### src/rtl/rv32i_pkg.sv
// Shared RV32I decode constants: datapath width, opcode values, opclass codes
// and the per-class register-usage rules.
package rv32i_pkg;

  localparam int unsigned XLEN_DEFAULT = 32;
  localparam int unsigned REG_AW       = 5;

  typedef enum logic [3:0] {
    OC_LUI     = 4'd0,
    OC_AUIPC   = 4'd1,
    OC_JAL     = 4'd2,
    OC_JALR    = 4'd3,
    OC_BRANCH  = 4'd4,
    OC_LOAD    = 4'd5,
    OC_STORE   = 4'd6,
    OC_OPIMM   = 4'd7,
    OC_OP      = 4'd8,
    OC_FENCE   = 4'd9,
    OC_SYSTEM  = 4'd10,
    OC_ILLEGAL = 4'd15
  } opclass_e;

  localparam logic [6:0] OPC_LUI    = 7'b0110111;
  localparam logic [6:0] OPC_AUIPC  = 7'b0010111;
  localparam logic [6:0] OPC_JAL    = 7'b1101111;
  localparam logic [6:0] OPC_JALR   = 7'b1100111;
  localparam logic [6:0] OPC_BRANCH = 7'b1100011;
  localparam logic [6:0] OPC_LOAD   = 7'b0000011;
  localparam logic [6:0] OPC_STORE  = 7'b0100011;
  localparam logic [6:0] OPC_OPIMM  = 7'b0010011;
  localparam logic [6:0] OPC_OP     = 7'b0110011;
  localparam logic [6:0] OPC_FENCE  = 7'b0001111;
  localparam logic [6:0] OPC_SYSTEM = 7'b1110011;

  // Every valid opcode ends in 2'b11, so compressed encodings fall to ILLEGAL.
  function automatic opclass_e decode_opclass(input logic [6:0] opc);
    case (opc)
      OPC_LUI:    return OC_LUI;
      OPC_AUIPC:  return OC_AUIPC;
      OPC_JAL:    return OC_JAL;
      OPC_JALR:   return OC_JALR;
      OPC_BRANCH: return OC_BRANCH;
      OPC_LOAD:   return OC_LOAD;
      OPC_STORE:  return OC_STORE;
      OPC_OPIMM:  return OC_OPIMM;
      OPC_OP:     return OC_OP;
      OPC_FENCE:  return OC_FENCE;
      OPC_SYSTEM: return OC_SYSTEM;
      default:    return OC_ILLEGAL;
    endcase
  endfunction

  function automatic logic uses_rs1(input opclass_e oc);
    return oc inside {OC_JALR, OC_BRANCH, OC_LOAD, OC_STORE, OC_OPIMM, OC_OP};
  endfunction

  function automatic logic uses_rs2(input opclass_e oc);
    return oc inside {OC_BRANCH, OC_STORE, OC_OP};
  endfunction

  function automatic logic writes_rd(input opclass_e oc);
    return oc inside {OC_LUI, OC_AUIPC, OC_JAL, OC_JALR, OC_LOAD, OC_OPIMM, OC_OP};
  endfunction

endpackage

### src/rtl/imm_gen.sv
// Immediate generator: selects the I/S/B/U/J field layout for the opclass and
// sign-extends it to XLEN; formats without an immediate yield zero.
module imm_gen
  import rv32i_pkg::*;
#(
  parameter int unsigned XLEN = XLEN_DEFAULT
) (
  input  logic [31:0]     instr,
  input  opclass_e        opclass,
  output logic [XLEN-1:0] imm
);

  logic signed [31:0] imm32;
  logic               unused_opcode;

  assign unused_opcode = ^instr[6:0];

  always_comb begin
    imm32 = '0;
    case (opclass)
      OC_JALR, OC_LOAD, OC_OPIMM, OC_FENCE, OC_SYSTEM:
        imm32 = {{20{instr[31]}}, instr[31:20]};
      OC_STORE:
        imm32 = {{20{instr[31]}}, instr[31:25], instr[11:7]};
      OC_BRANCH:
        imm32 = {{19{instr[31]}}, instr[31], instr[7], instr[30:25], instr[11:8], 1'b0};
      OC_LUI, OC_AUIPC:
        imm32 = {instr[31:12], 12'b0};
      OC_JAL:
        imm32 = {{11{instr[31]}}, instr[31], instr[19:12], instr[20], instr[30:21], 1'b0};
      default:
        imm32 = '0;
    endcase
  end

  assign imm = XLEN'(imm32);

endmodule

### src/rtl/id_stage.sv
// Decode stage: field decode, writeback bypass, load-use hazard detection and
// the ID/EX pipeline register with valid/ready handshaking.
module id_stage
  import rv32i_pkg::*;
#(
  parameter int unsigned XLEN = XLEN_DEFAULT
) (
  input  logic              clk,
  input  logic              rst,
  input  logic              if_valid,
  input  logic [31:0]       if_instr,
  input  logic [XLEN-1:0]   if_pc,
  output logic              if_ready,
  output logic [REG_AW-1:0] rf_rd_addr0,
  output logic [REG_AW-1:0] rf_rd_addr1,
  input  logic [XLEN-1:0]   rf_rd_dout0,
  input  logic [XLEN-1:0]   rf_rd_dout1,
  input  logic              wb_we,
  input  logic [REG_AW-1:0] wb_rd,
  input  logic [XLEN-1:0]   wb_data,
  input  logic              flush,
  input  logic              ex_ready,
  output logic              ex_valid,
  output logic [XLEN-1:0]   ex_pc,
  output logic [XLEN-1:0]   ex_rs1_val,
  output logic [XLEN-1:0]   ex_rs2_val,
  output logic [XLEN-1:0]   ex_imm,
  output logic [REG_AW-1:0] ex_rd,
  output logic [3:0]        ex_opclass,
  output logic [2:0]        ex_funct3,
  output logic              ex_funct7b5,
  output logic              ex_we
);

  logic [REG_AW-1:0] rs1, rs2, rd;
  opclass_e          oc;
  logic [XLEN-1:0]   imm;
  logic [XLEN-1:0]   rs1_val, rs2_val;
  logic              we_dec, hazard, adv;

  assign rs1 = if_instr[19:15];
  assign rs2 = if_instr[24:20];
  assign rd  = if_instr[11:7];
  assign oc  = decode_opclass(if_instr[6:0]);

  assign rf_rd_addr0 = rs1;
  assign rf_rd_addr1 = rs2;

  assign we_dec = writes_rd(oc) && (rd != '0);

  imm_gen #(.XLEN(XLEN)) u_imm_gen (
    .instr   (if_instr),
    .opclass (oc),
    .imm     (imm)
  );

  // Writeback data landing this cycle wins over the stale register file read.
  always_comb begin
    rs1_val = rf_rd_dout0;
    if (rs1 == '0)
      rs1_val = '0;
    else if (wb_we && (wb_rd == rs1))
      rs1_val = wb_data;
    rs2_val = rf_rd_dout1;
    if (rs2 == '0)
      rs2_val = '0;
    else if (wb_we && (wb_rd == rs2))
      rs2_val = wb_data;
  end

  assign hazard = ex_valid && (ex_opclass == 4'(OC_LOAD)) && (ex_rd != '0) &&
                  ((uses_rs1(oc) && (ex_rd == rs1)) || (uses_rs2(oc) && (ex_rd == rs2)));
  assign adv      = !ex_valid || ex_ready;
  assign if_ready = rst && adv && !hazard && !flush;

  // ID/EX register: capture, bubble, or hold under downstream back-pressure.
  always_ff @(posedge clk) begin
    if (!rst) begin
      ex_valid    <= 1'b0;
      ex_pc       <= '0;
      ex_rs1_val  <= '0;
      ex_rs2_val  <= '0;
      ex_imm      <= '0;
      ex_rd       <= '0;
      ex_opclass  <= '0;
      ex_funct3   <= '0;
      ex_funct7b5 <= 1'b0;
      ex_we       <= 1'b0;
    end else if (flush) begin
      ex_valid <= 1'b0;
    end else if (adv) begin
      if (if_valid && !hazard) begin
        ex_valid    <= 1'b1;
        ex_pc       <= if_pc;
        ex_rs1_val  <= rs1_val;
        ex_rs2_val  <= rs2_val;
        ex_imm      <= imm;
        ex_rd       <= rd;
        ex_opclass  <= 4'(oc);
        ex_funct3   <= if_instr[14:12];
        ex_funct7b5 <= if_instr[30];
        ex_we       <= we_dec;
      end else begin
        ex_valid <= 1'b0;
      end
    end
  end

endmodule

### config.mk
export PLATFORM = sky130hd
export DESIGN_NAME = id_stage
export DESIGN_NICKNAME = d
export VERILOG_FILES = /design/src/rtl/rv32i_pkg.sv /design/src/rtl/imm_gen.sv /design/src/rtl/id_stage.sv
export SDC_FILE = /design/constraint.sdc
export NUM_CORES = 1
export LEC_CHECK = 0
export ABC_AREA = 1
export CAP_MARGIN = 0
export CELL_PAD_IN_SITES_DETAIL_PLACEMENT = 1
export CELL_PAD_IN_SITES_GLOBAL_PLACEMENT = 2
export CORE_ASPECT_RATIO = 0.8
export CORE_MARGIN = 2
export CORE_UTILIZATION = 31
export DETAILED_ROUTE_END_ITERATION = 10
export DONT_BUFFER_PORTS = 1
export PLACE_DENSITY = 0.84
export SKIP_CTS_REPAIR_TIMING = 1
export SLEW_MARGIN = 20
export SYNTH_ARGS = -nofsm -noshare
export SYNTH_HDL_FRONTEND = slang
export SYNTH_SLANG_ARGS = --single-unit
### constraint.sdc
create_clock -name clk -period 1.75 [get_ports clk]
set_input_delay 0 -clock clk [delete_from_list [all_inputs] [get_ports clk]]
set_output_delay 0 -clock clk [all_outputs]
set_load 0.03 [all_outputs]
==> impl_metrics.csv, run 1 <==
group,metric,value,unit
outcome,outcome,"complete, but fails checks",
outcome,violations,"hold timing, setup timing",
worst_setup_path,critPathMaxStageDelay,390,ps
die,io_pins,325,
grt,grt_pass1_wl,52.98,mm
cts,cts.htree.levels,4,
cts,cts_tree,"done",
grt,antenna_found_initial,3,
grt,grt_overflow,0,
route,num_vias,9618,
cts,ctsRootBufferMaster,"clkbuf_16",
finish,fin_cells,1951,
worst_setup_path,rrSetupSlack,-180,ps
route,drtIter0Drc,627,
finish,final_common_cell,"nand2_1",
die,die_h,154.5,um
finish,drive_gt1_share,16.21,%
placed_design,place_area,0.009483,mm2
worst_setup_path,path_buf_inv,3,
route,finalWirelength,37.89,mm
cts,cts_buffers,17,
timing,min_period_over_period,111.6,%
cts,clock-sinks,143,
finish,area_growth,26.01,%
route,viasPerCell,4.930,
grt,grt_pass1_vias,9344,
route,firstDrtPassIters,5,
finish,stdcell_area,0.01106,mm2
flow_run,drv_cap,0,
pwr,p_leak,5.972,nW
placed_design,placedCellCount,1882,
worst_setup_path,endpoint,"if_ready",
timing,slew-limit-headroom,48.71,%
timing,tightestPinTransition,766.6,ps
cts,clk_latency,440,ps
worst_setup_path,worstRegToRegCells,15,
worst_setup_path,cp_cell_sequence,"inv_4 > nand2_2 > nand2_2 > nor2_2 > nand3_1 > nand2_1 > nand2_1 > nand2_2 > nand2_4 > buf_12 > and2_4 > buf_6",
hold_path,min_path_type,"primary input to flop",
die,core-area,0.02808,mm2
die,rows,55,
synth,yosys_warnings,0,
cts,clk_pin_slew_worst_paths,70,ps
route,wl_per_cell,19.42,um
timing,hold_viol_final,142,
timing,period_minus_slack,1954,ps
synth,synthesis.area,0.008778,mm2
timing,setup_viol_count_final,143,
worst_setup_path,start_kind,"flop",
pwr,ir_worst_vdd,0.0006656,V
synth,synthCells,1549,
grt,grt_max_degree,144,
worst_setup_path,crit_cells,12,
finish,fin_nets,1737,
placed_design,dp_slack,-80.44,ps
die,dieWidth,192.1,um
grt,grt_usage,23.12,%
route,drc_errors,0,
timing,slew_violations,0,
finish,final_cell_mix,"nand2_1, inv_1, nor2_1",
worst_setup_path,crit-reg2reg-launch,"ex_rd[2]",
route,postRouteAntennaNets,0,
timing,fin_skew,11.71,ps
die,die_area,0.02969,mm2
timing,holdWs,-315.3,ps
worst_setup_path,crit_arrival,1950,ps
worst_setup_path,crit_path_frequent_cell,"nand2_2",
placed_design,dp_hpwl,25.86,mm
timing,rsz0062_at_grt,"yes",
synth,synth_cell_types,28,
timing,fmax,511.9,MHz
synth,synth_nets,1720,
hold_path,min_path_cells,2,
worst_setup_path,crit_start,"ex_rd[2]",
placed_design,gp_congestion,0.8838,
worst_setup_path,cpMaxStageDelayCell,"dfxtp_4",
pwr,power_density,890.6,mW/mm2
die,start_util,31.27,%
worst_setup_path,worstPathRequired,1750,ps
timing,setup_ws,-203.5,ps
placed_design,numPortBuffers,0,
worst_setup_path,cp_max_fo,5,
cts,clk_path_buf_depth,2,
worst_setup_path,end_kind,"output pin",
synth,ys_ff_latch,143,
worst_setup_path,crit_family,"simple AND/OR/NAND/NOR gates",
synth,syn_avg_cell_area,5.667,um2
worst_setup_path,r2r-end,"ex_pc[11]",
worst_setup_path,worstSetupPathType,"flop to output pin",
synth,yosysSeqAreaShare,32.61,%
-- state kept, by name, indices dropped and copies added, names as in the netlist, 3 cells and up --
signal / count
ex_funct3: 3
ex_rs1_val: 32
ex_pc: 32
ex_rd: 5
ex_imm: 32
ex_opclass: 4
ex_rs2_val: 32
-- synthesized netlist by cell type, drive strengths merged --
| master | n | area share, % |
|---|---|---|
| nand2 | 453 | 19 |
| xnor2 | 2 | 0.20 |
| o22ai | 4 | 0.29 |
| nor2 | 281 | 12 |
| nor4 | 2 | 0.14 |
| inv | 313 | 13 |
| nand3 | 62 | 3.7 |
| a21oi | 33 | 1.9 |
| clkbuf | 58 | 2.5 |
| a21boi | 1 | 0.086 |
| o21ai | 11 | 0.63 |
| and2 | 1 | 0.071 |
| a31oi | 5 | 0.36 |
| nor3 | 5 | 0.34 |
| dfxtp | 143 | 33 |
| buf | 46 | 3.2 |
| o2111ai | 1 | 0.10 |
| nand4 | 127 | 9.1 |
| nand3b | 1 | 0.086 |
-- stage by stage --
stage                     power, mW  utilization [%]  setup TNS (ps)
after floorplan               5.156                -               0
after global placement        5.481            33.77          -171.3
after detailed placement      5.531            33.77           -6638
after CTS                     9.694            36.07           -9875
after global routing          10.37            39.38          -29460
final                         9.851            39.40          -16780
-- where the power goes --
| part | leakage, nW | internal (mW) | switching (mW) |
|---|---|---|---|
| Sequential | 1.18 | 3.48 | 0.611 |
| Combinational | 4.48 | 0.662 | 0.997 |
| Clock | 0.311 | 2.47 | 1.63 |
| Total | 5.97 | 6.61 | 3.24 |
-- routing by layer --
layer	wire, um	GRT usage, %
met5	16	0
met3	3960	10.05
met2	16290	34.77
met1	16790	30.03
met4	831	6.325
-- worst min-delay path by stage --
| stage | from | to | slack (ps) |
|---|---|---|---|
| floorplan | flush | ex_valid | 80 |
| global placement | if_instr[16] | rf_rd_addr0[1] | 0.4 |
| detailed placement | if_instr[16] | rf_rd_addr0[1] | 0.4 |
| CTS | flush | ex_valid | -390 |
| global route | rst | ex_pc[13] | -350 |
| finish | rst | ex_pc[13] | -320 |
-- logic make-up (layout without fill, tap and decap cells) --
kind of cell	Yosys count	after routing	share of synthesized area, %
AOI/OAI and AO/OA	55	55	3.335
DFF	143	143	32.61
buffers and inverters	417	447	19.04
and+or+nand+nor	932	932	44.81
other	0	2	0
xor gates and xnor gates	2	2	0.1996
-- final cells by class --
type / count / area, um2
inverters: 313 / 1177
well taps: 370 / 462.9
fillers: 3704 / 17020
multi-input cells: 989 / 4602
flip-flops and latches: 143 / 2879
diodes: 2 / 5.005
clock inverters: 13 / 200.2
clock buffers: 19 / 442.9
repair buffers: 102 / 1292
(Power assumes the default switching activity.)
==> inputs of run 2 (changes only) <==
--- a/config.mk
+++ b/config.mk
@@ -15,6 +15,7 @@
 export DETAILED_ROUTE_END_ITERATION = 10
 export DONT_BUFFER_PORTS = 1
 export PLACE_DENSITY = 0.84
+export SETUP_SLACK_MARGIN = 0.05
 export SKIP_CTS_REPAIR_TIMING = 1
 export SLEW_MARGIN = 20
 export SYNTH_ARGS = -nofsm -noshare
==> run 2 against run 1 <==
  * The flow still finishes with violations (hold timing, setup timing)
  * Clock skew is 1.6 ps higher
  * Critical path depth is 2 lower
  * Sequential share of layout area barely moved
  * Largest cell class unchanged
==> impl_metrics.csv, run 2 (same netlist as run 1, synthesis figures left out) <==
group,metric,value,unit
cts,cts_tree,"done",
timing,setup_ws,-181.2,ps
route,drtIter0Drc,431,
worst_setup_path,cpMaxStageDelayCell,"dfxtp_4",
grt,grt_usage,23.28,%
pwr,power_frac_comb,17.7,%
worst_setup_path,crit_family,"simple AND/OR/NAND/NOR gates",
pwr,internal_power,6.170,mW
grt,grt_pass1_wl,53.52,mm
worst_setup_path,end_kind,"output pin",
die,dieWidth,192.1,um
cts,ctsRootBufferMaster,"clkbuf_16",
outcome,outcome,"complete, but fails checks",
grt,grt_max_degree,144,
hold_path,min_path_type,"primary input to flop",
pwr,ir_worst_vdd,0.0006269,V
placed_design,gp_congestion,0.9225,
pwr,p_switching,3.275,mW
timing,setup_viol_count_final,142,
cts,cts_buffers,17,
route,num_vias,9568,
route,viasPerCell,4.889,
cts,clock-sinks,143,
outcome,violations,"hold timing, setup timing",
finish,final_cell_mix,"nand2_1, inv_1, nor2_1",
placed_design,place_area,0.009477,mm2
pwr,clkPwrFrac,39.0,%
timing,tightestPinTransition,754.2,ps
placed_design,dp_hpwl,26.17,mm
finish,fin_nets,1743,
timing,fmax,517.8,MHz
pwr,power,9.445,mW
die,start_util,31.27,%
grt,grt_overflow,0,
route,finalWirelength,37.86,mm
timing,holdWs,-299.7,ps
timing,slew_violations,0,
worst_setup_path,worstSetupPathType,"flop to output pin",
die,rows,55,
finish,drive_gt1_share,15.08,%
finish,stdcell_area,0.01109,mm2
timing,period_minus_slack,1931,ps
placed_design,placedCellCount,1877,
worst_setup_path,crit_arrival,1930,ps
finish,fin_util,39.49,%
worst_setup_path,start_kind,"flop",
route,wl_per_cell,19.35,um
grt,antenna_found_initial,2,
cts,cts.htree.levels,4,
worst_setup_path,critPathMaxStageDelay,370,ps
timing,hold_viol_final,142,
timing,fin_skew,13.32,ps
timing,slew-limit-headroom,49.54,%
route,postRouteAntennaNets,0,
pwr,seqPwrFrac,43.3,%
pwr,power_density,851.9,mW/mm2
die,die_h,154.5,um
worst_setup_path,cp_cell_sequence,"nand2_1 > nand2_2 > nor2_4 > nand2_1 > nand3b_1 > nand2_2 > nand2_4 > buf_12 > and2_4 > buf_12",
grt,grt_pass1_vias,9243,
die,die_area,0.02969,mm2
worst_setup_path,cp_max_fo,8,
die,core-area,0.02808,mm2
finish,area_growth,26.31,%
route,drc_errors,0,
worst_setup_path,worstPathRequired,1750,ps
finish,fin_cells,1957,
flow_run,drv_cap,0,
timing,min_period_over_period,110.4,%
pwr,sw_frac_of_total,34.67,%
cts,clk_pin_slew_worst_paths,70,ps
die,io_pins,325,
placed_design,numPortBuffers,0,
pwr,p_leak,6.012,nW
cts,clk_path_buf_depth,2,
route,firstDrtPassIters,5,
worst_setup_path,path_buf_inv,2,
finish,final_common_cell,"nand2_1",
timing,rsz0062_at_grt,"yes",
cts,clk_latency,430,ps
[run 2: cell count changes in the layout (fill, tap and decap cells not counted), sizes merged]
cell         change
buf              +3
bufinv           -3
clkbuf           +2
clkinv           +1
clkinvlp         +2
dlygate4sd3      -1
inv              +2
[run 2: per-layer routing]
layer | GRT usage, % | vias up | wire length (um) | share of wire, %
li1 | - | 4717 | - | -
met1 | 31.23 | 4524 | 17150 | 45
met2 | 35.10 | 301 | 16670 | 44
met3 | 9.712 | 26 | 3714 | 9.8
met4 | 4.253 | 0 | 334 | 0.88
met5 | 0 | - | 0 | 0
[run 2: stage by stage]
stage                     setup slack, ps  setup TNS (ps)
after floorplan                     50.38               0
after global placement             -88.20           -2439
after detailed placement           -202.7           -9125
after CTS                          -434.6          -12400
after global routing               -301.1          -29150
final                              -181.2          -11030
[run 2: cell type report]
type | instances | area (um2)
fillers | 3737 | 16990
clock inverters | 15 | 148.9
repair buffers | 108 | 1444
flip-flops and latches | 143 | 2883
clock buffers | 17 | 425.4
diodes | 2 | 5.005
inverters | 313 | 1177
well taps | 370 | 462.9
multi-input cells | 989 | 4542
[run 2: path summary, 6_finish.rpt]
check           startpoint        endpoint  slack, ps  cells past startpoint
max               ex_rd[0]        if_ready       -180                     10
min                    rst       ex_pc[18]       -300                      2
max reg2reg       ex_rd[0]  ex_rs1_val[23]       -160                     14
min reg2reg  ex_opclass[3]   ex_opclass[3]        560                      4
[run 2: power by group through the flow]
stage               clock network [mW]  registers, mW  logic, mW
global route                      3.94           4.12       1.88
global placement                     0           4.16       1.32
detailed placement                   0           4.17       1.37
floorplan                            0           4.12       1.04
CTS                               3.81           4.10       1.38
finish                            3.68           4.09       1.67
==> inputs of run 3 (changes only) <==
--- a/config.mk
+++ b/config.mk
@@ -10,7 +10,7 @@
 export CELL_PAD_IN_SITES_DETAIL_PLACEMENT = 1
 export CELL_PAD_IN_SITES_GLOBAL_PLACEMENT = 2
 export CORE_ASPECT_RATIO = 0.8
-export CORE_MARGIN = 2
+export CORE_MARGIN = 4
 export CORE_UTILIZATION = 31
 export DETAILED_ROUTE_END_ITERATION = 10
 export DONT_BUFFER_PORTS = 1
==> constraint.sdc (replaced) <==
create_clock -name clk -period 1.9 [get_ports clk]
set_input_delay 0 -clock clk [delete_from_list [all_inputs] [get_ports clk]]
set_output_delay 0 -clock clk [all_outputs]
set_load 0.03 [all_outputs]
==> run 3 against run 2 <==
  * The flow still finishes with violations (hold timing, setup timing)
  * Register-to-register slack improved by 120 ps
  * Critical endpoint is now ex_pc[10]
  * Routed wire length grew 4.5%
  * Setup slack improved by 140 ps
  * Cell count down 1.1%
  * Core utilization is 0.19 points lower
  * Die area up 4.7%
  * Critical path type is now flop to flop
  * Count of clock-buffer cells in the layout did not move
  * Via count grew 0.97%
  * Flip-flop and latch count stayed put
==> impl_metrics.csv, run 3 (same netlist as run 1, synthesis figures left out) <==
group,metric,value,unit
cts,clk_path_buf_depth,2,
outcome,outcome,"complete, but fails checks",
grt,antenna_found_initial,2,
finish,drive_gt1_share,10.18,%
hold_path,min_path_cells,2,
worst_setup_path,cp_max_fo,17,
placed_design,gp_congestion,0.8927,
grt,grt_usage,21.61,%
placed_design,dp_hpwl,26.09,mm
finish,fin_nets,1729,
worst_setup_path,crit_start,"ex_rd[2]",
timing,fmax,515.1,MHz
finish,fillers,3605,
finish,final_cell_mix,"nand2_1, inv_1, nor2_1",
route,drc_errors,0,
timing,slew-limit-headroom,51.62,%
hold_path,worstHoldStart,"rst",
cts,cts.htree.levels,4,
worst_setup_path,critPathMaxStageDelay,360,ps
cts,clk_latency,440,ps
pwr,power_density,822.1,mW/mm2
pwr,ir_worst_vdd,0.0005966,V
timing,min_period_over_period,102.2,%
cts,clock-sinks,143,
worst_setup_path,end_kind,"flop",
hold_path,min_path_type,"primary input to flop",
die,die_area,0.03109,mm2
grt,grt_max_degree,144,
timing,rsz0062_at_grt,"yes",
finish,ff_latch_area,0.002877,mm2
timing,hold_viol_final,142,
worst_setup_path,cp_cell_sequence,"buf_4 > nand2_1 > nand2_1 > nor2_1 > nand3_1 > nand2_1 > nand2_1 > nand2_2 > nand2_4 > nand3_4 > buf_12 > clkbuf_16 > nor2_1 > nor2_1",
grt,grt_pass1_vias,9021,
die,rows,54,
route,wl_per_cell,20.45,um
timing,setup_ws,-41.32,ps
timing,holdWs,-293.1,ps
flow_run,drv_cap,0,
cts,ctsRootBufferMaster,"clkbuf_16",
pwr,clkPwrFrac,40.8,%
pwr,internal_power,5.823,mW
grt,grt_pass1_wl,52.59,mm
pwr,p_leak,5.974,nW
grt,grt_overflow,0,
timing,fin_skew,18.47,ps
worst_setup_path,rrSetupSlack,-40,ps
worst_setup_path,crit_path_frequent_cell,"nand2_1",
die,die_h,158.5,um
worst_setup_path,worstRegToRegCells,14,
pwr,p_switching,3.085,mW
timing,period_minus_slack,1941,ps
finish,fin_util,39.31,%
worst_setup_path,cpMaxStageDelayCell,"dfxtp_4",
die,io_pins,325,
route,viasPerCell,4.993,
worst_setup_path,start_kind,"flop",
finish,antenna_cells,0,
pwr,power_frac_comb,16.8,%
finish,area_growth,23.43,%
timing,finalSetupTns,-149.7,ps
die,start_util,31.84,%
pwr,power,8.908,mW
worst_setup_path,crit_arrival,2280,ps
worst_setup_path,worstSetupPathType,"flop to flop",
pwr,sw_frac_of_total,34.63,%
route,num_vias,9661,
finish,final_common_cell,"nand2_1",
die,dieWidth,196.1,um
die,core-area,0.02757,mm2
worst_setup_path,crit-reg2reg-launch,"ex_rd[2]",
outcome,violations,"hold timing, setup timing",
timing,tightestPinTransition,725.7,ps
cts,cts_tree,"done",
timing,setup_viol_count_final,10,
finish,stdcell_area,0.01084,mm2
route,finalWirelength,39.56,mm
worst_setup_path,worstPathRequired,2240,ps
placed_design,numPortBuffers,0,
cts,cts_buffers,17,
placed_design,place_area,0.009219,mm2
cts,clk_pin_slew_worst_paths,70,ps
finish,multi_input_area,0.004350,mm2
timing,slew_violations,0,
pwr,seqPwrFrac,42.4,%
route,firstDrtPassIters,5,
route,drtIter0Drc,507,
route,postRouteAntennaNets,0,
## run 3: cell types whose count changed in the layout (fill, tap and decap cells not counted), moves of 10 or more
cell | before | now
buf_4 | 43 | 33
nor2_2 | 19 | 5
buf_12 | 23 | 11
nand2_2 | 31 | 7
nor2_1 | 259 | 273
nand2_1 | 408 | 445
nand2_4 | 14 | 1
buf_6 | 14 | 4
## run 3: cell type report
class	instances	area share, %
clock buffers	17	3.926
clock inverters	15	1.813
inverters	313	10.84
multi-input cells	989	40.15
flip-flops and latches	143	26.55
well taps	364	4.203
repair buffers	94	12.52
## run 3: power by group through the flow
stage               clock network [mW]  registers, mW  logic, mW
finish                            3.63           3.78       1.50
CTS                               3.73           3.78       1.21
global placement                     0           3.85       1.15
floorplan                            0           3.79      0.956
global route                      3.87           3.80       1.68
detailed placement                   0           3.85       1.20
## run 3: stage by stage
step	setup WS (ps)	std cells
detailed placement	-149.6	1849
floorplan	64.91	1549
global route	-130.3	1935
finish	-41.32	1935
CTS	-437.5	1881
global placement	-73.91	1849
## run 3: worst max-delay path, delay by kind of cell (launching register included)
| family | cells | cell delay [ps] |
|---|---|---|
| simple gates | 11 | 960 |
| flops | 1 | 360 |
| buf+inv | 3 | 520 |
## run 3: path summary, 6_finish.rpt
check                                 end
worst min-delay path             ex_pc[5]
worst max register to register  ex_pc[10]
worst min register to register   ex_rd[3]
worst max-delay path            ex_pc[10]
## run 3: routing by layer
| layer | wire length (um) | global-route usage, % | part of all wire, % | up-vias |
|---|---|---|---|---|
| met5 | 23 | 0 | 0.058 | - |
| met4 | 454 | 3.922 | 1.1 | 4 |
| met3 | 3799 | 8.568 | 9.6 | 36 |
| met2 | 17010 | 32.92 | 43 | 325 |
| met1 | 18270 | 29.41 | 46 | 4596 |
| li1 | - | - | - | 4700 |
